**src/rtl/ttl491_sweep_ctrl.sv**
```systemverilog
// ----------------------------------------------------------------------------
// ttl491_sweep_ctrl
//
// Drives an external 74x491-style loadable up/down counter through a
// sawtooth or triangle sweep between two endpoints. A sweep can repeat a
// configured number of times, or indefinitely until it is aborted.
//
// The counter controls (SET, LD_n, CNT_n, UP_n) are decoded combinationally
// from the state, the live counter value Q and the latched sweep settings.
// The enable therefore drops in the same cycle that Q reaches its target,
// and the counter never overshoots an endpoint.
//
// Ports
//   clk        single clock, rising edge
//   rst_n      synchronous active-low reset; also forces idle outputs
//              combinationally while it is low
//   start      begin a sweep (sampled only in IDLE)
//   abort      stop the running sweep immediately (ignored in IDLE)
//   cfg_start  sweep start value
//   cfg_end    sweep end value
//   cfg_bounce 0 = sawtooth (reload each pass), 1 = triangle
//   cfg_loops  number of passes, 0 = run until abort
//   cfg_park   1 = set the counter to all-ones when the sweep completes
//   Q          current counter value
//   SET        counter preset to all-ones
//   LD_n       counter parallel load, active low
//   CNT_n      counter count enable, active low
//   UP_n       counter direction: 0 = up, 1 = down
//   D          counter load value (always the latched start value)
//   busy       high whenever a sweep is in progress
//   done       one-cycle pulse on normal completion
//   aborted    one-cycle pulse when a sweep is aborted
//   loop_cnt   passes completed in the current sweep
// ----------------------------------------------------------------------------
module ttl491_sweep_ctrl #(
    parameter int DATA_WIDTH = 10,
    parameter int LOOP_WIDTH = 4
) (
    input  logic                  clk,
    input  logic                  rst_n,
    input  logic                  start,
    input  logic                  abort,
    input  logic [DATA_WIDTH-1:0] cfg_start,
    input  logic [DATA_WIDTH-1:0] cfg_end,
    input  logic                  cfg_bounce,
    input  logic [LOOP_WIDTH-1:0] cfg_loops,
    input  logic                  cfg_park,
    input  logic [DATA_WIDTH-1:0] Q,
    output logic                  SET,
    output logic                  LD_n,
    output logic                  CNT_n,
    output logic                  UP_n,
    output logic [DATA_WIDTH-1:0] D,
    output logic                  busy,
    output logic                  done,
    output logic                  aborted,
    output logic [LOOP_WIDTH-1:0] loop_cnt
);

    typedef enum logic [2:0] {
        IDLE    = 3'd0,
        LOAD    = 3'd1,
        RUN_FWD = 3'd2,
        RUN_REV = 3'd3,
        DONE    = 3'd4
    } state_t;

    state_t state;
    state_t state_nxt;

    // Sweep settings captured when a sweep starts; cfg_* changes while busy
    // have no influence on the running sweep.
    logic [DATA_WIDTH-1:0] start_s;
    logic [DATA_WIDTH-1:0] end_s;
    logic                  bounce_s;
    logic [LOOP_WIDTH-1:0] loops_s;
    logic                  park_s;
    logic [LOOP_WIDTH-1:0] loop_cnt_q;

    logic                  dir_up;
    logic                  at_end;
    logic                  at_start;
    logic                  last_pass;
    logic [LOOP_WIDTH-1:0] loop_cnt_inc;
    logic                  pass_end;
    logic                  latch_cfg;

    // Direction comes from an unsigned compare of the endpoints, so the
    // counter always moves the short way between them and never wraps.
    assign dir_up   = (end_s >= start_s);
    assign at_end   = (Q == end_s);
    assign at_start = (Q == start_s);

    // A pass is the last one only in a bounded sweep; in a free-running
    // sweep the pass counter sticks at all-ones rather than wrapping.
    assign last_pass    = (loops_s != '0) &&
                          ((loop_cnt_q + LOOP_WIDTH'(1)) == loops_s);
    assign loop_cnt_inc = ((loops_s == '0) && (&loop_cnt_q)) ?
                          loop_cnt_q : (loop_cnt_q + LOOP_WIDTH'(1));

    assign D        = start_s;
    assign loop_cnt = loop_cnt_q;
    assign busy     = rst_n && (state != IDLE);

    always_comb begin
        state_nxt = state;
        SET       = 1'b0;
        LD_n      = 1'b1;
        CNT_n     = 1'b1;
        UP_n      = 1'b0;
        done      = 1'b0;
        aborted   = 1'b0;
        pass_end  = 1'b0;
        latch_cfg = 1'b0;

        case (state)
            IDLE: begin
                if (start) begin
                    latch_cfg = 1'b1;
                    state_nxt = LOAD;
                end
            end
            LOAD: begin
                LD_n      = 1'b0;
                state_nxt = RUN_FWD;
            end
            RUN_FWD: begin
                UP_n = !dir_up;
                if (!at_end) begin
                    CNT_n = 1'b0;
                end else if (bounce_s) begin
                    state_nxt = RUN_REV;
                end else begin
                    pass_end = 1'b1;
                end
            end
            RUN_REV: begin
                UP_n = dir_up;
                if (!at_start) begin
                    CNT_n = 1'b0;
                end else begin
                    pass_end = 1'b1;
                end
            end
            DONE: begin
                done      = 1'b1;
                SET       = park_s;
                state_nxt = IDLE;
            end
            default: begin
                state_nxt = IDLE;
            end
        endcase

        // A triangle pass ends with the counter already sitting on the start
        // value, so it can go straight back to counting without a reload.
        if (pass_end) begin
            if (last_pass) begin
                state_nxt = DONE;
            end else if (bounce_s) begin
                state_nxt = RUN_FWD;
            end else begin
                state_nxt = LOAD;
            end
        end

        // Abort overrides everything, including a pass ending this cycle.
        if ((state != IDLE) && abort) begin
            SET       = 1'b0;
            LD_n      = 1'b1;
            CNT_n     = 1'b1;
            done      = 1'b0;
            aborted   = 1'b1;
            pass_end  = 1'b0;
            state_nxt = IDLE;
        end

        // Reset holds the counter still in the very cycle it is asserted.
        if (!rst_n) begin
            SET       = 1'b0;
            LD_n      = 1'b1;
            CNT_n     = 1'b1;
            UP_n      = 1'b0;
            done      = 1'b0;
            aborted   = 1'b0;
            pass_end  = 1'b0;
            latch_cfg = 1'b0;
            state_nxt = IDLE;
        end
    end

    always_ff @(posedge clk) begin
        if (!rst_n) begin
            state      <= IDLE;
            start_s    <= '0;
            end_s      <= '0;
            bounce_s   <= 1'b0;
            loops_s    <= '0;
            park_s     <= 1'b0;
            loop_cnt_q <= '0;
        end else begin
            state <= state_nxt;
            if (latch_cfg) begin
                start_s    <= cfg_start;
                end_s      <= cfg_end;
                bounce_s   <= cfg_bounce;
                loops_s    <= cfg_loops;
                park_s     <= cfg_park;
                loop_cnt_q <= '0;
            end else if (pass_end) begin
                loop_cnt_q <= loop_cnt_inc;
            end
        end
    end

endmodule
```
**config.mk**
```make
export PLATFORM = sky130hd
export DESIGN_NAME = ttl491_sweep_ctrl
export DESIGN_NICKNAME = d
export VERILOG_FILES = /design/src/rtl/ttl491_sweep_ctrl.sv
export SDC_FILE = /design/constraint.sdc
export NUM_CORES = 1
export LEC_CHECK = 0
export CAP_MARGIN = 0
export CORE_MARGIN = 2
export CORE_UTILIZATION = 40
export DETAILED_ROUTE_END_ITERATION = 10
export PLACE_DENSITY = 0.71
export SYNTH_ARGS = -nofsm -noshare
export SYNTH_HDL_FRONTEND = slang
export SYNTH_SLANG_ARGS = --single-unit
```
**constraint.sdc**
```tcl
create_clock -name clk -period 2.3 [get_ports clk]
set_input_delay 0.23 -clock clk [delete_from_list [all_inputs] [get_ports clk]]
set_output_delay 0.23 -clock clk [all_outputs]
set_load 0.03 [all_outputs]
```
-- Yosys cells after proc, flatten, opt, wreduce, memory -nomap -nowiden
Cells that the tools add are included.
- divide/modulo/power cells: 0
- order comparisons: 1
- add/sub/neg operators: 1
- equality and inequality tests: 11
- shifts and indexed selects: 0
- reduce and logical (&&, ||, !) cells: 14
- multiplexer cells: 33
- multipliers: 0
- bitwise gates (word level): 2
- operator list (operator ; count):
    $mux 1 ; 23
    $eq 10x10->1 ; 2
    $mux 3 ; 5
    $pmux 3 s4 ; 1
    $ge 10x10->1 ; 1
    $ne 3x3->1 const B ; 3
    $reduce_and 4->1 ; 2
    $eq 3x2->1 const B ; 2
    $pmux 1 s2 ; 3
    $add 4x1->4 const B ; 1
    $eq 4x4->1 ; 1
    $logic_and 1x1->1 ; 4
    $logic_not 4->1 ; 1
    $reduce_bool 4->1 ; 1
    $reduce_or 2->1 ; 2
    $eq 3x1->1 const B ; 1
    $eq 3x3->1 const B ; 1
    $logic_not 3->1 ; 1
    $reduce_bool 3->1 ; 1
    $mux 2 ; 1
    $ne 2x2->1 const B ; 1
    $not 1->1 ; 2
    $reduce_and 2->1 ; 1
    $logic_not 1->1 ; 1
- bits in read-only memories: 0
- latch bits: 0
- input bits: 40
- memories kept: 0
- flip-flop bits (word level): 33
- logic and storage cells: 69
- memory bits (writable): 0
- output and inout port bits: 21

-- Longest topological paths before layout
Gate-level depths: netlist (run 1).
- depth after elaboration: 6
- mapped depth: 8
- gate-level depth less buffers: 8

-- Worst setup path before layout (run 1)
OpenSTA, ideal clock, no wires.
- path type: reg2out
- start: register state[0]
- end: output port SET
- data arrival time: 2.515 ns
- slack: -0.445 ns
- buffers on the path: 1
- stages on the path, launching flop included: 7
- required time: 2.070 ns
- cell sequence: dfxtp_1 -> buf_6 -> or3_1 -> nand2_1 -> nand2_2 -> nor4b_1 -> and2_1
- word-level cells in the longest chain between the ends: 4
- elaborated cells between the ends (all ways): 6
- classes of those cells: eq/ne: 1; mux: 3; reduce/logical: 2
- ends and longest elaborated chain (element ; RTL line ; RTL):
    start, declared ; 68 ; state_t state;
    start signal, assigned ; 202 ; state <= state_nxt;
    $eq 3x3->1 / $reduce_bool 3->1 (equally long branches) ; 116, 168 ;
    $mux 1 / $logic_and 1x1->1 (equally long branches) ; 116, 168 ;
    $mux 1 (*) ; 168 ; if ((state != IDLE) && abort) begin
    $mux 1 (*) ; 179 ; if (!rst_n) begin
    end, declared ; 49 ; output logic SET,
Every way passes the cells marked *; elsewhere a longest branch is shown, timed or not.

-- Final worst setup path (run 1)
- start: register start_s[7] (netlist: D[7])
- end: output port UP_n
- word-level cells in the longest chain between the ends: 4
- ends and longest elaborated chain (element ; RTL line ; RTL):
    start, declared ; 73 ; logic [DATA_WIDTH-1:0] start_s;
    start signal, assigned ; 204 ; start_s <= cfg_start;
    $ge 10x10->1 (*) ; 90 ; assign dir_up = (end_s >= start_s);
    $logic_not 1->1 ; 128 ; UP_n = !dir_up;
    $pmux 1 s2 (*) ; 116 ; case (state)
    $mux 1 (*) ; 179 ;
    end, declared ; 52 ; output logic UP_n,
Marked as above.

==> flow_summary.ini, run 1 <==
[run_status]
outcome = finished, violations left
violations = setup timing

[worst_setup_path]
cp_num_buf_inv = 3
cp-start-kind = flop
crit_slowest_cell = dfxtp_2
cp_max_fo = 2
critical_path_class = reg -> out
crit_family = compound AO/OA/AOI/OAI gates
arrival_ns = 2.09
slowest_delay_ns = 0.33
crit_chain = inv_2 > ha_4 > a2111oi_4 > inv_1 > a211oi_2 > nor3_1 > and4b_2 > buf_6
required_ns = 2.07
reg2regPathDepth = 7
endpoint_kind = output pin
cp_num_cells = 8

[cts]
cts.clk_slew.worst_paths_ns = 0.06
clock_latency_ns = 0.29
cts_root_buf = clkbuf_8
cts_buffers = 5
cts.htree.levels = 2
hold_buffers = 0
cts_tree = built
clock_path_buffers = 2
clkSinkCount = 33

[worst_hold_path]
whs_path_depth = 1
hp-class = reg -> reg

[final_layout]
final_cell_mix = 55 x clkdlybuf4s50_1, 26 x dfxtp_1, 20 x nand2_1
final_common_cell = clkdlybuf4s50_1
syn2layout_area_growth_pct = 45.1
fin_nets = 323
instances_no_fill = 324
design_area_mm2 = 0.00274
drive_gt1_share_pct = 17.3
n_antenna_cell = 0

[synthesis]
yosysSeqAreaShare_pct = 35.0
synth_cell_type_count = 44
synthArstFlopShare_pct = 0
synth_area_per_cell_um2 = 9.21
ys_ff_latch = 33
yosys_warnings = 0
ys.flop_type = dfxtp_1
synth_area_mm2 = 0.00189
synth-edff-count = 0
syn_nets = 256
syn_inst = 205

[global_routing]
use_met1_pct = 25.6
grt_usage_pct = 19.9
top_usage_layer = met2
met3_usage_pct = 4.70
use_met2_pct = 32.5
grt_max_degree = 27
grt_pass1_wl_um = 8030
antenna_found_initial = 0
grt_pass1_vias = 1718
grt-ovfl-total = 0

[power_and_ir_drop]
p_total_mw = 2.50
p_leak_nw = 1.12
powerDensity_mw_per_mm2 = 912
ir_drop_uv = 418

[timing]
slew_viol_final = 0
setup_ws_ns = -0.0186
grt_setup_unrepaired = true
slew_headroom_pct = 69.2
finalSetupViolations = 1
fmax_mhz = 431
hold_viol = 0
fin_crit_sh_pct = 101
setup_tns_ns = -0.0186
worst_pin_slew_ns = 0.460
clock_skew_ns = 0.00652
min_period_ns = 2.32

[die]
initial_core_util_pct = 42.5
dieArea_mm2 = 0.00529
die_h_um = 72.7
die_w_um = 72.7
io_pins = 61
num_rows = 24
fp.coreArea_mm2 = 0.00444

[placement]
dpl_cell_area_mm2 = 0.00256
dp.cells = 316
dp_hpwl_um = 3660
place_ws_ns = -0.00328
portBuffers = 60
routabilityCongestion = 0.806

[route]
drt_pass1_iterations = 4
drtIter0Drc = 93
viasPerCell = 5.27
vias = 1707
ant_nets = 0
drc = 0
drt-total-wl_um = 4870
drt-wirelength-per-cell_um = 15.0

[run]
maxCapViolations = 0
==> Yosys cell counts (2+ instances only) <==
cell | n | area, um2
dfxtp_1 | 33 | 661
nand2_1 | 20 | 75.1
xor2_1 | 19 | 166
a22o_1 | 15 | 131
inv_1 | 13 | 48.8
o21ai_0 | 13 | 65.1
ha_1 | 11 | 138
xnor2_1 | 9 | 78.8
nor2_1 | 7 | 26.3
nor3_1 | 7 | 35.0
and2_1 | 5 | 31.3
clkbuf_1 | 5 | 18.8
a21oi_1 | 3 | 15.0
mux2i_1 | 3 | 30.0
nand3_1 | 3 | 15.0
nor2b_1 | 3 | 18.8
a211oi_1 | 2 | 15.0
a21o_1 | 2 | 15.0
and3_1 | 2 | 12.5
nand4_1 | 2 | 12.5
nand4_2 | 2 | 25.0
nor4_4 | 2 | 42.5
nor4b_1 | 2 | 17.5
or3_1 | 2 | 12.5
==> worst register-to-register path: stages, from the launching register on <==
cell and delay, ns:
dfxtp_2 0.33, buf_4 0.13, xor2_1 0.18, nor4_4 0.31, nand4_2 0.19, a211oi_4 0.37
mux2i_1 0.22, nor2_1 0.05
==> layer usage <==
| metal | part of all wire [%] | vias up |
|---|---|---|
| li1 | - | 855 |
| met1 | 44 | 787 |
| met2 | 49 | 55 |
| met3 | 5.5 | 10 |
| met4 | 1.8 | 0 |
| met5 | 0 | - |
==> final cells by class <==
class,instances,area (um2)
inverters,13,48.8
repair buffers,68,653
multi-input cells,151,1220
flip-flops and latches,33,669
fillers,377,1700
clock buffers,7,86.3
well taps,52,65.1
==> cells by family after synthesis <==
family | after synthesis | share of synthesized area [%]
buffers and inverters | 21 | 4.84
xor gates and xnor gates | 28 | 13.0
muxes | 3 | 1.59
DFF | 33 | 35.0
AOI/OAI and AO/OA | 43 | 17.0
adders and majority gates | 11 | 7.29
and+or+nand+nor | 66 | 21.3
==> worst paths after layout <==
check                         from                  endpoint  slack, ns
max reg2reg  end_s[0]$_SDFFE_PN0P_  loop_cnt[1]$_SDFFE_PP0P_       0.40
min reg2reg    park_s$_SDFFE_PN0P_       park_s$_SDFFE_PN0P_       0.46
min            park_s$_SDFFE_PN0P_       park_s$_SDFFE_PN0P_       0.46
max              D[7]$_SDFFE_PN0P_                      UP_n      -0.02
==> flip-flops by register name (all words and copies together) (netlist names) <==
register and cells:
loop_cnt 4, bounce_s 1, end_s 10, park_s 1, loops_s 4, D 10, state 3
==> what timing repair did <==
action                     CTS  global route
pin swaps                    7             2
resized for setup           14             8
setup endpoints to repair    2             2
buffers inserted             1             0
==> metrics by stage <==
step	hold WS (ns)	utilization, %
after global placement	0.448	57.6
after floorplan	0.339	-
after CTS	0.471	60.9
after detailed placement	0.456	57.6
final	0.464	61.7
after global routing	0.510	61.7
==> power breakdown <==
part / leakage [nW] / internal (mW) / switching (mW) / total (mW)
clock: 0.0443 / 0.237 / 0.199 / 0.436
combinational: 0.806 / 0.592 / 0.672 / 1.26
sequential: 0.273 / 0.694 / 0.103 / 0.797
total: 1.12 / 1.52 / 0.974 / 2.50
Power figures use the tool's default switching activity.
==> run 2, diff against run 1 <==
Settings changed: SKIP_CTS_REPAIR_TIMING from default to 1.
==> run 2 against run 1 <==
Against the previous run:
- the run still ends with setup timing left
- non-clock buffer count up 1
- total power fell by 1.3%
- die area stayed put
- design area is 0.32% lower
- clock skew is 0.00094 ns lower
- worst setup slack gained 0.017 ns
- global-route usage is 0.43 points lower
- cell count grew 0.31%
- routed wire length is 0.31% lower
- critical path depth grew 1
- core utilization fell by 0.20 points
==> flow_summary.ini, run 2 (synthesis gave the netlist of run 1 again) <==
[run_status]
outcome = finished, violations left
violations = setup timing

[cts]
clock_path_buffers = 2
cts.clk_slew.worst_paths_ns = 0.06
cts_root_buf = clkbuf_8
cts_buffers = 5
clock_latency_ns = 0.29
clkSinkCount = 33
cts.htree.levels = 2
cts_tree = built

[worst_hold_path]
min_from = park_s$_SDFFE_PN0P_
hold_end = park_s$_SDFFE_PN0P_
whs_path_depth = 1
hp-class = reg -> reg

[timing]
setup_tns_ns = -0.00207
worst_pin_slew_ns = 0.458
fmax_mhz = 434
setup_ws_ns = -0.00207
hold_viol = 0
finalSetupViolations = 1
fin_hold_ws_ns = 0.470
fin_crit_sh_pct = 100
min_period_ns = 2.30
slew_viol_final = 0
slew_headroom_pct = 69.4
clock_skew_ns = 0.00558
grt_setup_unrepaired = true

[placement]
portBuffers = 60
dp_hpwl_um = 3660
dpl_cell_area_mm2 = 0.00256
dp.cells = 316
place_ws_ns = -0.00328
routabilityCongestion = 0.806

[power_and_ir_drop]
p_switching_uw = 959
internal_power_mw = 1.51
powerDensity_mw_per_mm2 = 903
p_leak_nw = 1.13
power_frac_comb_pct = 50.0
power_frac_seq_pct = 32.4
p_clk_share_pct = 17.7
ir_drop_uv = 413
swShare_pct = 38.9
p_total_mw = 2.47

[worst_setup_path]
timing.rr.end = loop_cnt[1]$_SDFFE_PP0P_
required_ns = 2.07
cp_max_fo = 2
reg2reg_from = D[1]$_SDFFE_PN0P_
arrival_ns = 2.07
endpoint_kind = output pin
critical_path_class = reg -> out
r2r_slack_ns = 0.39
cp-start-kind = flop
reg2regPathDepth = 7

[die]
die_h_um = 72.7
die_w_um = 72.7
dieArea_mm2 = 0.00529
fp.coreArea_mm2 = 0.00444
initial_core_util_pct = 42.5
io_pins = 61
num_rows = 24

[global_routing]
grt-ovfl-total = 0
antenna_found_initial = 0
grt_max_degree = 27
grt_usage_pct = 19.4
grt_pass1_wl_um = 7870
grt_pass1_vias = 1695

[route]
viasPerCell = 5.26
drc = 0
ant_nets = 0
drt_pass1_iterations = 4
drt-wirelength-per-cell_um = 14.9
drt-total-wl_um = 4850
vias = 1710
drtIter0Drc = 91

[final_layout]
drive_gt1_share_pct = 17.2
fin_nets = 324
syn2layout_area_growth_pct = 44.7
instances_no_fill = 325
n_antenna_cell = 0
fin_util_pct = 61.5
final_common_cell = clkdlybuf4s50_1
final_cell_mix = 55 x clkdlybuf4s50_1, 25 x dfxtp_1, 20 x nand2_1
design_area_mm2 = 0.00273

[run]
maxCapViolations = 0
-- run 2: final cells by class --
type                            count  area (um2)
Clock buffer                        7        86.3
Tap cell                           52        65.1
Timing Repair Buffer               69         664
Sequential cell                    33         671
Inverter                           13        48.8
Fill cell                         381        1710
Multi-Input combinational cell    151        1200
-- run 2: power by group through the flow --
stage	Sequential [mW]	Clock (mW)	Combinational, mW
after floorplan	0.851	0	0.714
after global placement	0.795	0	1.13
after detailed placement	0.799	0	1.14
after CTS	0.788	0.450	1.15
after global routing	0.813	0.474	1.36
final	0.798	0.436	1.23
-- run 2: critical path: stages, from the launching register on --
cell	delay, ns
dfxtp_2	0.34
inv_2	0.05
ha_4	0.20
nand2b_4	0.13
a21o_1	0.15
a21o_1	0.18
a211oi_2	0.22
nor3_1	0.09
and4b_2	0.29
buf_6	0.13
-- run 2: how the worst max path moves through the flow --
stage / from / to / slack, ns / cells after the start
final: end_s[0]$_SDFFE_PN0P_ / UP_n / -0.002 / 9
after global routing: end_s[0]$_SDFFE_PN0P_ / UP_n / -0.10 / 9
after CTS: end_s[0]$_SDFFE_PN0P_ / UP_n / -0.32 / 9
after detailed placement: end_s[0]$_SDFFE_PN0P_ / UP_n / -0.003 / 9
after global placement: end_s[0]$_SDFFE_PN0P_ / UP_n / 0.05 / 9
after floorplan: state[0]$_SDFFE_PP0P_ / SET / 0.02 / 6
-- run 2: metal layers --
metal  global-route usage, %  wire length, um  up-vias  part of all wire (%)
met4                    6.79               95        0                   2.0
li1                        -                -      855                     -
met5                       0                0        -                     0
met3                    4.70              244       10                   5.0
met2                    31.4             2330       51                    48
met1                    25.3             2190      794                    45
==> run 3, diff against run 2 <==
Settings changed: HOLD_SLACK_MARGIN from default to 0.08, SLEW_MARGIN from default to 20.
==> results of run 3 <==
No change in the layout: final DEF, timing and power equal those of run 2.
